===== config.mk =====
export PLATFORM = sky130hd
export DESIGN_NAME = fifo_stream_reader
export DESIGN_NICKNAME = d
export VERILOG_FILES = /design/src/rtl/fifo_stream_reader.sv
export SDC_FILE = /design/constraint.sdc
export NUM_CORES = 1
export LEC_CHECK = 0
export ABC_AREA = 1
export ABC_CLOCK_PERIOD_IN_PS = 1600
export CAP_MARGIN = 20
export CORE_AREA = 2 2 56 58
export DETAILED_ROUTE_END_ITERATION = 16
export DIE_AREA = 0 0 58 60
export GPL_TIMING_DRIVEN = 1
export PLACE_DENSITY = 0.75
export SLEW_MARGIN = 0
export SYNTH_ARGS = -nofsm -noshare
export SYNTH_HDL_FRONTEND = slang
export SYNTH_SLANG_ARGS = --single-unit

===== constraint.sdc =====
create_clock -name clk_read -period 1.6 [get_ports clk_read]
set_input_delay 0.48 -clock clk_read [delete_from_list [all_inputs] [get_ports clk_read]]
set_output_delay 0.48 -clock clk_read [all_outputs]
set_load 0.005 [all_outputs]

===== src/rtl/fifo_stream_reader.sv =====
// fifo_stream_reader: pops an async FIFO read port and re-emits the words as a
// valid/ready stream with a fixed-length burst marker, via a 3-entry skid buffer.
module fifo_stream_reader #(
    parameter int WIDTH     = 8,
    parameter int BURST_LEN = 4
) (
    input  logic             clk_read,
    input  logic             r_resetn,
    input  logic             rd_enable,
    input  logic             fifo_empty,
    input  logic [WIDTH-1:0] fifo_data,
    output logic             fifo_rd_en,
    output logic             m_valid,
    input  logic             m_ready,
    output logic [WIDTH-1:0] m_data,
    output logic             m_last,
    output logic             busy
);
    localparam int CW = $clog2(BURST_LEN + 1);

    logic [WIDTH-1:0] mem [3];
    logic [1:0]       occ;
    logic             inflight;
    logic [CW-1:0]    beat_cnt;
    logic             pop;
    logic [1:0]       wr_idx;

    // Reserve a slot for every word in flight so the buffer can never overflow.
    assign fifo_rd_en = r_resetn & rd_enable & !fifo_empty & (({1'b0, occ} + {2'b00, inflight}) < 3'd3);
    assign m_valid    = occ != 2'd0;
    assign m_data     = mem[0];
    assign m_last     = m_valid & (beat_cnt == CW'(BURST_LEN - 1));
    assign busy       = m_valid | inflight;
    assign pop        = m_valid & m_ready;
    assign wr_idx     = occ - {1'b0, pop};

    always_ff @(posedge clk_read or negedge r_resetn) begin
        if (!r_resetn) begin
            occ      <= 2'd0;
            inflight <= 1'b0;
            beat_cnt <= '0;
        end else begin
            inflight <= fifo_rd_en;
            occ      <= occ + {1'b0, inflight} - {1'b0, pop};
            if (pop)
                beat_cnt <= m_last ? '0 : beat_cnt + 1'b1;
        end
    end

    // Head shifts forward on pop; a capture lands just behind the surviving entries.
    always_ff @(posedge clk_read) begin
        if (pop) begin
            mem[0] <= mem[1];
            mem[1] <= mem[2];
        end
        if (inflight)
            mem[wr_idx] <= fifo_data;
    end
endmodule


After elaboration in Yosys (flattened, before gate mapping)
Memories as Yosys holds them, arrays and structs flattened.
Index checks and enable logic that the tools add are counted.
{"block": "word_totals", "output_inout_bits": 12, "register_bits": 6, "elab_cells": 24, "mem_bits_rw": 24, "in_bits": 13, "mem_count": 1}
{"memory": "mem", "depth": 3, "width": 8, "rd": 3, "rd_ports_with_merged_regs": 0, "write_ports": 3, "line": "21", "rtl": "logic [WIDTH-1:0] mem [3];"}
{"block": "classes", "magnitude_cmp": 1, "mux": 5, "reduce_logical": 2, "n_eq_ne": 1, "bitwise_logic": 6, "addsub": 5}
{"cell": "bitwise AND 1 bit", "n": 5}
{"cell": "2-to-1 mux 1 bit", "n": 4}
{"cell": "subtractor 2 x 1 -> 2 bit", "n": 2}
{"cell": "adder 2 x 1 -> 3 bit", "n": 1}
{"cell": "adder 3 x 1 -> 3 bit (second input constant)", "n": 1}
{"cell": "== test 3 x 2 -> 1 bit (second input constant)", "n": 1}
{"cell": "< comparator 3 x 2 -> 1 bit (second input constant)", "n": 1}
{"cell": "2-to-1 mux 3 bit", "n": 1}
{"cell": "adder 2 x 1 -> 2 bit", "n": 1}
{"cell": "nonzero test 2 bit", "n": 1}
{"cell": "zero test 1 bit", "n": 1}
{"cell": "bitwise OR 1 bit", "n": 1}

Depth between registers and ports, before layout
Gate-level depths: netlist of run 1.
{"block": "depth", "depth_word": 4, "depth_mapped": 10, "depth_no_buf": 10}

Least setup slack after synthesis of run 1
No wires, ideal clock.
{"block": "synth_path", "kind": "flip-flop to output port", "from": "reg occ[0]", "to": "out fifo_rd_en", "slack_ns": -0.006, "n_path_buf": 0, "required_time_ns": 1.120, "stages_incl_launch_ff": 6, "t_arrival_ns": 1.126, "path_cell_list": "dfrtp_1 ha_1 ha_1 nor2_1 nand3_1 a21oi_1"}
{"block": "synth_between", "elab_chain_len": 3}
{"element": "start: declaration", "line": "22", "rtl": "logic [1:0] occ;"}
{"element": "start signal: assignment", "line": "44", "rtl": "occ <= occ + {1'b0, inflight} - {1'b0, pop};"}
{"element": "adder 2 x 1 -> 3 bit", "line": "29", "rtl": "assign fifo_rd_en = r_resetn & rd_enable & !fifo_empty & (({1'b0, occ} + {2'b00, inflight}) < 3'd3);"}
{"element": "< comparator 3 x 2 -> 1 bit", "line": "29"}
{"element": "bitwise AND 1 bit", "line": "29"}
{"element": "end: declaration", "line": "12", "rtl": "output logic fifo_rd_en,"}
No other way between the ends.

Final worst setup path of run 1
{"block": "layout_path", "from": "reg occ[0]", "to": "out busy"}
{"block": "layout_between", "elab_chain_len": 2}
{"element": "nonzero test 2 bit", "line": "30", "rtl": "assign m_valid = occ != 2'd0;"}
{"element": "bitwise OR 1 bit", "line": "33", "rtl": "assign busy = m_valid | inflight;"}
{"element": "end: declaration", "line": "17", "rtl": "output logic busy"}
No other way between the ends.

==> metrics.md, run 1 <==
| Metric | Value |
|---|---|
| Status | `finished with violations` |
| Failing checks | `negative setup slack` |
| Avg Synthesized Cell Area | `11.2 um2` |
| Syn Inst Count | `125` |
| DRC violation count after routing | `0` |
| Fmax | `505 MHz` |
| Fin util | `70.3%` |
| Top cells by area, synth | `edfxtp_1 51%, dfrtp_1 11%, nand2_1 9.3%, o21ai_2 5.6%, nand3_1 3.9%` |
| Synth-to-Final Area Change | `45.1%` |
| DP Wirelength | `1990 um` |
| Hold_sp | `beat_cnt[1]` |
| Synthesized area | `0.00141 mm2` |
| Hold Violations, Final | `0` |
| Number of clock sinks | `30` |
| Register area share after synthesis | `between 60 and 70%` |
| Max Fanout on Critical Path | `4` |
| Post-Place Cells | `199` |
| Critical Path RT | `1.12 ns` |
| Worst-path clk slew | `0.09 ns` |
| Layout cells sized above 1 | `38.9%` |
| DR WL/cell | `around 13 um` |
| Routability cong. | `roughly 0.74` |
| Worst R2R End | `occ[1]` |
| Final setup viols | `24` |
| Cell Pwr Density | `1440 mW/mm2` |
| Max Clock Skew | `0.00554 ns` |
| Top cell type's share of synthesized area | `51.3%` |
| Vias in the first global route | `around 1.1k` |
| # fillers | `211` |
| DRC marker count from the first detailed-route iteration | `19` |
| Hold Crit Depth | `2` |
| Leading area contributor after synthesis | `edfxtp_1` |
| Synth Warn # | `0` |
| Reg2reg setup slack | `-0.32 ns` |
| Die area | `~0.0035 mm2` |
| Synth cell types | `22` |
| Multi-input logic area | `between 500 and 600 um2` |
| Tightest Pin Transition | `roughly 0.15 ns` |
| Num rows | `20` |
| First-pass GRT wire length | `4550 um` |
| Startpoint types | `register` |
| Crit path time final | `1.98 ns` |
| Yosys reg bits | `30` |
| I/O pin count | `25` |
| Global-route total usage across every layer | `18.2%` |
| Hold crit path type | `reg -> reg` |
| Nets | `201` |
| Worst R2R Path Depth | `14` |
| Final WS setup | `-0.381 ns` |
| Vias/cell | `~5.0` |
| Syn_nets | `142` |
| Max clock buf depth | `2` |
| Number of antenna diodes | `0` |
| Total negative slack | `-3.22 ns` |
| Critical path arrival | `about 1.5 ns` |
| Register area | `between 800 and 900 um2` |
| Period utilization | `124%` |
| Max_cap viols | `0` |
| WS Path Type | `reg -> out` |
| Largest net degree at the start of global routing | `17` |
| Vias | `roughly 1.1k` |
| H-Tree Depth | `2` |
| Final non-filler cell total | `218` |
| CORE AREA | `0.00290 mm2` |
| Crit end category | `primary output` |
| CTS buffer count | `5` |
| CTS tree | `yes` |
| Clk root buf | `clkbuf_4` |
| VDD IR-drop max | `0.00113 V` |
| ANT nets after route | `0` |
| Initial antenna violation count | `0` |
| Starting Density | `between 40 and 50%` |
| Worst-Skew Late Latency | `0.33 ns` |
| RSZ-0062 raised after global routing | `true` |
| Hold buffers post-CTS | `0` |
| Reg-to-Reg Start | `occ[0]` |
| Port buffer count | `24` |
| Max_slew headroom | `89.9%` |
| Routed WL | `2890 um` |
| Leak | `~0.94 nW` |
| DRT Pass-1 Iters | `4` |
| Slew Viols, Final | `0` |
| Die W | `a little under 60 um` |
| Die H | `60 um` |
| Grt total ovfl | `0` |
| DP Worst Slack | `-0.634 ns` |
| Hold EP | `beat_cnt[1]` |
[synth_stat cells]
| cell type | n |
|---|---|
| nor2_1 | 2 |
| o21bai_1 | 1 |
| nand3_1 | 11 |
| nor2_2 | 1 |
| buf_8 | 1 |
| nand2_4 | 2 |
| ha_1 | 4 |
| xnor2_1 | 1 |
| edfxtp_1 | 24 |
| o21ai_2 | 9 |
| nor2_4 | 1 |
| inv_2 | 4 |
| inv_1 | 14 |
| dfrtp_1 | 6 |
| nand3_2 | 2 |
| o21ai_0 | 1 |
| nand2_1 | 35 |
| buf_4 | 1 |
| a21oi_1 | 1 |
| nand2_2 | 2 |
| nand3_4 | 1 |
| nor3_1 | 1 |
[area by class of cell]
class	count	share of cell area (%)
Clock inverter	2	0.429
Multi-Input combinational cell	75	25.2
Tap cell	33	2.02
Timing Repair Buffer	54	24.2
Sequential cell	30	42.7
Inverter	18	3.44
Clock buffer	6	2.02
[metrics by stage]
step	cell area, um2	total power [mW]	hold slack (ns)
floorplan	1410	1.68	0.184
global placement	1850	2.22	0.466
detailed placement	1850	2.27	0.482
CTS	1980	2.82	0.476
global route	2040	3.13	0.520
finish	2040	2.94	0.500
[logic make-up (layout without fill, tap and decap cells)]
family                     Yosys count  in the layout  share of synthesized area, %
buffers and inverters               20             80                          6.41
AOI/OAI and AO/OA                   12             12                          6.86
xor gates and xnor gates             1              1                         0.623
adders and majority gates            4              4                          3.56
DFF                                 30             30                          62.0
and+or+nand+nor                     58             58                          20.6
[registers in the layout (all words and copies together) (netlist names)]
name	cells
inflight	1
beat_cnt	3
mem	24
occ	2
[per-layer routing]
metal / part of all wire, % / GRT usage (%) / wire length (um)
met5: 0 / 0 / 0
met4: 2.0 / 8.64 / 59
met3: 5.6 / 6.49 / 161
met2: 56 / 34.3 / 1630
met1: 36 / 17.5 / 1040
[placed cells by master, fill, tap and decap left out, types with 5 or more instances in the layout]
cell type / count
nand2_1: 33
edfxtp_1: 24
buf_4: 20
inv_1: 13
clkdlybuf4s50_1: 11
nand3_1: 10
o21ai_2: 9
dlygate4sd2_1: 8
buf_6: 8
dfrtp_1: 6
clkbuf_4: 5
[worst max path at each step]
| stage | to | start |
|---|---|---|
| 2_1_floorplan | fifo_rd_en | occ[0] |
| 3_3_place_gp | fifo_rd_en | r_resetn |
| 3_5_place_dp | fifo_rd_en | fifo_empty |
| 4_1_cts | fifo_rd_en | inflight |
| 5_1_grt | fifo_rd_en | occ[0] |
| 6_report | busy | occ[0] |
[where the power goes]
| part | internal (mW) | switching, mW |
|---|---|---|
| logic | 0.734 | 0.664 |
| clock network | 0.165 | 0.249 |
| registers | 1.07 | 0.0648 |
[what timing repair did]
| action | CTS | global route |
|---|---|---|
| pin swaps | 4 | 12 |
| setup buffers | 8 | 5 |
| gates resized for setup | 32 | 16 |
| endpoints found under the setup margin | 13 | 39 |
[critical path, cell delays in order (launching register included)]
cell,delay (ns)
dfrtp_1,0.40
buf_4,0.14
buf_6,0.12
nor2_4,0.16
buf_6,0.12
buf_6,0.09
nand2_1,0.04
buf_2,0.12
Note: power is estimated with default switching activity, not from simulation.
==> inputs of run 2 (changes only) <==
- CORE_AREA: 2 2 56 58 -> 2 2 55 57
- CTS_BUF_LIST: default -> sky130_fd_sc_hd__clkbuf_4 sky130_fd_sc_hd__clkbuf_8
- DIE_AREA: 0 0 58 60 -> 0 0 57 59
- MAX_ROUTING_LAYER: default -> met4
- PLACE_DENSITY: 0.75 -> 0.78
==> run 2 against run 1 <==
The run still ends with negative setup slack left; non-clock buffer count down 3; highest routed layer unchanged; wire length down 10%; clock power up 3%.
==> metrics.md, run 2 (synthesized netlist as in run 1, its figures left out) <==
| Metric | Value |
|---|---|
| First-pass GRT wire length | `4550 um (unchanged)` |
| CTS buffer count | `5 (unchanged)` |
| CORE AREA | `0.00271 mm2 (was 0.00290 mm2)` |
| Hold crit path type | `in -> async (was reg -> reg)` |
| Slew Viols, Final | `0 (unchanged)` |
| RSZ-0062 raised after global routing | `true (unchanged)` |
| Failing checks | `negative setup slack (unchanged)` |
| Reg-to-Reg Start | `occ[0] (unchanged)` |
| Critical Path RT | `1.12 ns (about the same)` |
| Max reg flops | `24 (unchanged)` |
| Register name with the most flops | `mem (unchanged)` |
| Vias | `1042 (was 1096)` |
| CTS tree | `yes (unchanged)` |
| DP Worst Slack | `-0.599 ns (was -0.634 ns)` |
| Status | `finished with violations (unchanged)` |
| Number of antenna diodes | `0 (unchanged)` |
| Hold Violations, Final | `0 (unchanged)` |
| Worst R2R Path Depth | `14 (unchanged)` |
| Reg2reg setup slack | `-0.26 ns (was -0.32 ns)` |
| Power Total | `2.79 mW (was 2.94 mW)` |
| Worst-Skew Late Latency | `0.32 ns (was 0.33 ns)` |
| M1 GR Usage | `17.7% (was 17.5%)` |
| Timing startpoint of the critical path | `occ[0] (unchanged)` |
| Die area | `0.00336 mm2 (was 0.00348 mm2)` |
| Nets | `198 (was 201)` |
| Most frequent cells in the layout | `35 x nand2_1, 24 x edfxtp_1, 22 x buf_4 (was 33 x nand2_1, 24 x edfxtp_1, 20 x buf_4)` |
| Hold buffers post-CTS | `0 (unchanged)` |
| Leak | `0.920 nW (was 0.942 nW)` |
| Gr busiest metal | `met2 (unchanged)` |
| Final instance area | `0.00198 mm2 (was 0.00204 mm2)` |
| I/O pin count | `25 (unchanged)` |
| Number of clock sinks | `30 (unchanged)` |
| Placed Instance Area | `0.00186 mm2 (was 0.00185 mm2)` |
| H-Tree Depth | `2 (unchanged)` |
| WS Path Type | `reg -> out (unchanged)` |
| Routed WL | `2600 um (was 2890 um)` |
| Max Fanout on Critical Path | `5 (was 4)` |
| DRC marker count from the first detailed-route iteration | `22 (was 19)` |
| Hold_ws | `0.476 ns (was 0.500 ns)` |
| Grt total ovfl | `0 (unchanged)` |
| Commonest non-fill, non-tap cell in the layout | `nand2_1 (unchanged)` |
| Critical path arrival | `1.48 ns (was 1.50 ns)` |
| Period utilization | `123% (was 124%)` |
| Fmax | `509 MHz (was 505 MHz)` |
| Max_cap viols | `0 (unchanged)` |
| Fin util | `72.9% (was 70.3%)` |
| Max Clock Skew | `0.00797 ns (was 0.00554 ns)` |
| Die H | `59 um (was 60 um)` |
| Global-route total usage across every layer | `18.1% (was 18.2%)` |
| Crit end category | `primary output (unchanged)` |
| Final setup viols | `21 (was 24)` |
| DRC violation count after routing | `0 (unchanged)` |
| DR WL/cell | `12.2 um (was 13.3 um)` |
| Crit path time final | `1.96 ns (was 1.98 ns)` |
| Startpoint types | `register (unchanged)` |
| Largest regs | `mem x24, beat_cnt x3, occ x2 (unchanged)` |
| ANT nets after route | `0 (unchanged)` |
| Initial antenna violation count | `0 (unchanged)` |
| Max_slew headroom | `89.1% (was 89.9%)` |
| Max clock buf depth | `2 (unchanged)` |
| DP Wirelength | `1920 um (was 1990 um)` |
| Num rows | `19 (was 20)` |
| Vias/cell | `4.89 (was 5.03)` |
| Final WS setup | `-0.365 ns (was -0.381 ns)` |
| Port buffer count | `24 (unchanged)` |
| Worst R2R End | `occ[1] (unchanged)` |
| Die W | `57 um (was 58 um)` |
| Tightest Pin Transition | `0.163 ns (was 0.151 ns)` |
| GR Util met3 | `3.93% (was 6.49%)` |
| Layout cells sized above 1 | `33.5% (was 38.9%)` |
| Cell Pwr Density | `1410 mW/mm2 (was 1440 mW/mm2)` |
| Synth-to-Final Area Change | `40.6% (was 45.1%)` |
| Clk root buf | `clkbuf_4 (unchanged)` |
| Met2 usage | `35.1% (was 34.3%)` |
| Vias in the first global route | `1078 (was 1079)` |
| Largest net degree at the start of global routing | `17 (unchanged)` |
| Routability cong. | `0.748 (was 0.744)` |
| VDD IR-drop max | `0.00114 V (was 0.00113 V)` |
| Starting Density | `51.8% (was 48.4%)` |
| Worst-path clk slew | `0.09 ns (about the same)` |
| DRT Pass-1 Iters | `4 (unchanged)` |
## run 2: changes by cell type in the layout (fill, tap and decap cells not counted), sizes merged
cell | previous run | this run
dlygate4sd2 | 8 | 11
clkdlybuf4s50 | 11 | 12
clkbuf | 7 | 6
buf | 33 | 28
dlymetal6s2s | 1 | 0
## run 2: per-layer routing
metal	wire length (um)	share of wire [%]	up-vias
met5	0	0	-
met4	33	1.3	0
met3	110	4.2	4
met2	1410	54	28
met1	1040	40	481
li1	-	-	529
## run 2: cell type report
cell class | count | area (um2)
Tap cell | 31 | 38.8
Timing Repair Buffer | 51 | 469
Sequential cell | 30 | 871
Inverter | 18 | 67.6
Clock inverter | 2 | 8.76
Clock buffer | 6 | 45.0
Multi-Input combinational cell | 75 | 475
Fill cell | 174 | 734
## run 2: worst max path at each step
stage	to	slack (ns)	cells after the start
floorplan	fifo_rd_en	0.02	5
global placement	fifo_rd_en	-0.57	4
detailed placement	fifo_rd_en	-0.60	4
CTS	fifo_rd_en	-0.36	6
global route	fifo_rd_en	-0.41	6
finish	m_valid	-0.36	4
## run 2: power breakdown
part / internal (mW) / leakage (nW) / switching (mW)
sequential: 1.07 / 0.301 / 0.0645
combinational: 0.643 / 0.586 / 0.590
clock: 0.182 / 0.0331 / 0.245
## run 2: metrics by stage
step | TNS [ns] | instances
floorplan | 0 | 125
global placement | -12.13 | 199
detailed placement | -12.76 | 199
CTS | -3.31 | 213
global route | -5.83 | 213
finish | -4.07 | 213
## run 2: repair_timing
action	4_1_cts	5_1_grt
resized for setup	22	0
endpoints found under the hold margin	0	0
endpoints found under the setup margin	17	24
buffers inserted	6	0
pin swaps	4	1
## run 2: worst max-delay path, stage by stage (launching register included)
cell,delay [ns]
dfrtp_1,0.41
buf_4,0.18
nor2_4,0.11
inv_1,0.05
clkdlybuf4s50_1,0.43
==> inputs of run 3 (changes only) <==
--- a/config.mk
+++ b/config.mk
@@ -9,11 +9,11 @@
 export ABC_CLOCK_PERIOD_IN_PS = 1600
 export CAP_MARGIN = 20
-export CORE_AREA = 2 2 55 57
-export CTS_BUF_LIST = sky130_fd_sc_hd__clkbuf_4 sky130_fd_sc_hd__clkbuf_8
+export CORE_AREA = 2 2 56 58
+export CTS_BUF_LIST = sky130_fd_sc_hd__clkbuf_16
 export DETAILED_ROUTE_END_ITERATION = 16
-export DIE_AREA = 0 0 57 59
+export DIE_AREA = 0 0 58 60
 export GPL_TIMING_DRIVEN = 1
 export MAX_ROUTING_LAYER = met4
-export PLACE_DENSITY = 0.78
+export PLACE_DENSITY = 0.75
 export SLEW_MARGIN = 0
 export SYNTH_ARGS = -nofsm -noshare
==> constraint.sdc (replaced) <==
create_clock -name clk_read -period 1.6 [get_ports clk_read]
set_input_delay 0.24 -clock clk_read [delete_from_list [all_inputs] [get_ports clk_read]]
set_output_delay 0.24 -clock clk_read [all_outputs]
set_load 0.005 [all_outputs]
==> run 3 against run 2 <==
The run still ends with negative setup slack left; critical path depth is 2 higher; register-to-register slack improved by 0.19 ns; clock skew decreased by 0.0036 ns; wire length grew 5.5%; cell count rose by 0.47%; largest cell class unchanged.
==> metrics.md, run 3 (synthesized netlist as in run 1, its figures left out) <==
| Metric | Value |
|---|---|
| ANT nets after route | `0 (unchanged)` |
| Vias | `1040 (was 1042)` |
| Period utilization | `106% (was 123%)` |
| Slew Viols, Final | `0 (unchanged)` |
| CORE AREA | `0.00290 mm2 (was 0.00271 mm2)` |
| Global-route total usage across every layer | `19.2% (was 18.1%)` |
| Worst R2R Path Depth | `12 (was 14)` |
| Nets | `197 (was 198)` |
| Die area | `0.00348 mm2 (was 0.00336 mm2)` |
| End point of the critical path | `busy (was m_valid)` |
| Largest net degree at the start of global routing | `17 (unchanged)` |
| Startpoint types | `register (unchanged)` |
| Critical Path RT | `1.36 ns (was 1.12 ns)` |
| Leak | `0.949 nW (was 0.920 nW)` |
| CP most frequent cell | `buf_4` |
| Final instance area | `0.00210 mm2 (was 0.00198 mm2)` |
| Fmax | `588 MHz (was 509 MHz)` |
| Final WS setup | `-0.101 ns (was -0.365 ns)` |
| Cell Pwr Density | `1650 mW/mm2 (was 1410 mW/mm2)` |
| Max_cap viols | `0 (unchanged)` |
| Port buffer count | `24 (unchanged)` |
| WS Path Type | `reg -> out (unchanged)` |
| Number of antenna diodes | `0 (unchanged)` |
| Synth-to-Final Area Change | `49.5% (was 40.6%)` |
| Max Clock Skew | `0.00441 ns (was 0.00797 ns)` |
| Slowest-stage cell, CP | `dfrtp_1 (was clkdlybuf4s50_1)` |
| Fin util | `72.4% (was 72.9%)` |
| DRT Pass-1 Iters | `4 (unchanged)` |
| Clk root buf | `clkbuf_16 (was clkbuf_4)` |
| Max reg flops | `24 (unchanged)` |
| Max_slew headroom | `88.9% (was 89.1%)` |
| DR WL/cell | `12.8 um (was 12.2 um)` |
| Layout cells sized above 1 | `35.9% (was 33.5%)` |
| Reg2reg setup slack | `-0.07 ns (was -0.26 ns)` |
| Die H | `60 um (was 59 um)` |
| Die W | `58 um (was 57 um)` |
| Failing checks | `negative setup slack (unchanged)` |
| Worst-path clk slew | `0.05 ns (was 0.09 ns)` |
| I/O pin count | `25 (unchanged)` |
| RSZ-0062 raised after global routing | `true (unchanged)` |
| Largest regs | `mem x24, beat_cnt x3, occ x2 (unchanged)` |
| Grt total ovfl | `0 (unchanged)` |
| Crit-path max cell delay | `0.39 ns (was 0.43 ns)` |
| First-pass GRT wire length | `4490 um (was 4550 um)` |
| H-Tree Depth | `2 (unchanged)` |
| Timing startpoint of the critical path | `occ[0] (unchanged)` |
| Vias/cell | `4.86 (was 4.89)` |
| DRC violation count after routing | `0 (unchanged)` |
| Register name with the most flops | `mem (unchanged)` |
| Status | `finished with violations (unchanged)` |
| Starting Density | `48.4% (was 51.8%)` |
| Hold Violations, Final | `0 (unchanged)` |
| DRC marker count from the first detailed-route iteration | `25 (was 22)` |
| DP Worst Slack | `-0.239 ns (was -0.599 ns)` |
| Routed WL | `2740 um (was 2600 um)` |
| Reg-to-Reg Start | `occ[0] (unchanged)` |
| Most frequent cells in the layout | `33 x nand2_1, 24 x edfxtp_1, 20 x clkdlybuf4s50_1 (was 35 x nand2_1, 24 x edfxtp_1, 22 x buf_4)` |
| CTS tree | `yes (unchanged)` |
| Max Fanout on Critical Path | `2 (was 5)` |
| Max clock buf depth | `2 (unchanged)` |
| Num rows | `20 (was 19)` |
| Routability cong. | `0.741 (was 0.748)` |
| Placed Instance Area | `0.00182 mm2 (was 0.00186 mm2)` |
| DP Wirelength | `1860 um (was 1920 um)` |
| Tightest Pin Transition | `0.165 ns (was 0.163 ns)` |
| Power Total | `3.47 mW (was 2.79 mW)` |
| Crit path time final | `1.70 ns (was 1.96 ns)` |
| CTS buffer count | `5 (unchanged)` |
| VDD IR-drop max | `0.00137 V (was 0.00114 V)` |
| Number of clock sinks | `30 (unchanged)` |
| Critical path arrival | `1.46 ns (was 1.48 ns)` |
| Crit path cell chain | `buf_4 -> buf_6 -> nor2_4 -> buf_4 -> nand2_1 -> dlygate4sd2_1 (was buf_4 -> nor2_4 -> inv_1 -> clkdlybuf4s50_1)` |
| Initial antenna violation count | `0 (unchanged)` |
| Total negative slack | `-0.330 ns (was -4.07 ns)` |
| Vias in the first global route | `1049 (was 1078)` |
| Hold crit path type | `in -> async (unchanged)` |
| Worst R2R End | `occ[1] (unchanged)` |
| Crit end category | `primary output (unchanged)` |
| Hold buffers post-CTS | `0 (unchanged)` |
| Commonest non-fill, non-tap cell in the layout | `nand2_1 (unchanged)` |
| Final setup viols | `4 (was 21)` |
| Worst-Skew Late Latency | `0.28 ns (was 0.32 ns)` |
==> run 3: changes by cell type in the layout (fill, tap and decap cells not counted), sizes merged <==
cell,previous run,this run
buf,28,27
clkdlybuf4s50,12,20
dlygate4sd2,11,2
bufinv,0,1
==> run 3: critical path: cells and delay by family, from the launching register on <==
family	cells	cell delay (ns)
buffers and inverters	4	0.63
flip-flops	1	0.39
AND/OR/NAND/NOR	2	0.17
==> run 3: where the power goes <==
part | internal (mW) | total, mW | switching, mW
clock network | 0.726 | 1.05 | 0.323
registers | 1.07 | 1.14 | 0.0654
logic | 0.686 | 1.28 | 0.597
==> run 3: per-stage QoR <==
| stage | instances | hold WS, ns |
|---|---|---|
| CTS | 212 | 0.298 |
| global placement | 196 | 0.464 |
| finish | 214 | 0.308 |
| floorplan | 125 | -0.0556 |
| detailed placement | 196 | 0.480 |
| global route | 214 | 0.314 |
==> run 3: how the worst min path moves through the flow <==
stage                  end  cells past startpoint  slack, ns   startpoint
2_1_floorplan  beat_cnt[0]                      0      -0.06     r_resetn
3_3_place_gp   beat_cnt[1]                      2       0.46  beat_cnt[1]
3_5_place_dp   beat_cnt[1]                      2       0.48  beat_cnt[1]
4_1_cts             occ[1]                      2       0.30     r_resetn
5_1_grt             occ[1]                      2       0.31     r_resetn
6_report       beat_cnt[0]                      2       0.31     r_resetn
==> run 3: layer usage <==
layer / routed length (um) / track usage, % / up-vias / share of wire (%)
met3: 180 / 8.66 / 9 / 6.6
met2: 1430 / 32.5 / 34 / 52
met5: 0 / - / - / 0
li1: - / - / 521 / -
met1: 1060 / 17.7 / 476 / 39
met4: 69 / 11.6 / 0 / 2.5
==> run 3: what timing repair did <==
| item | in CTS | in global routing |
|---|---|---|
| endpoints found under the setup margin | 5 | 29 |
| cloned | 0 | 0 |
| pin swaps | 4 | 6 |
| buffers inserted | 8 | 2 |
| resized for setup | 16 | 6 |
==> run 3: layout make-up <==
type | count | area, um2
clock inverters | 3 | 40.0
inverters | 18 | 67.6
flip-flops and latches | 30 | 871
fillers | 203 | 802
repair buffers | 50 | 475
multi-input cells | 75 | 480
clock buffers | 5 | 125
well taps | 33 | 41.3
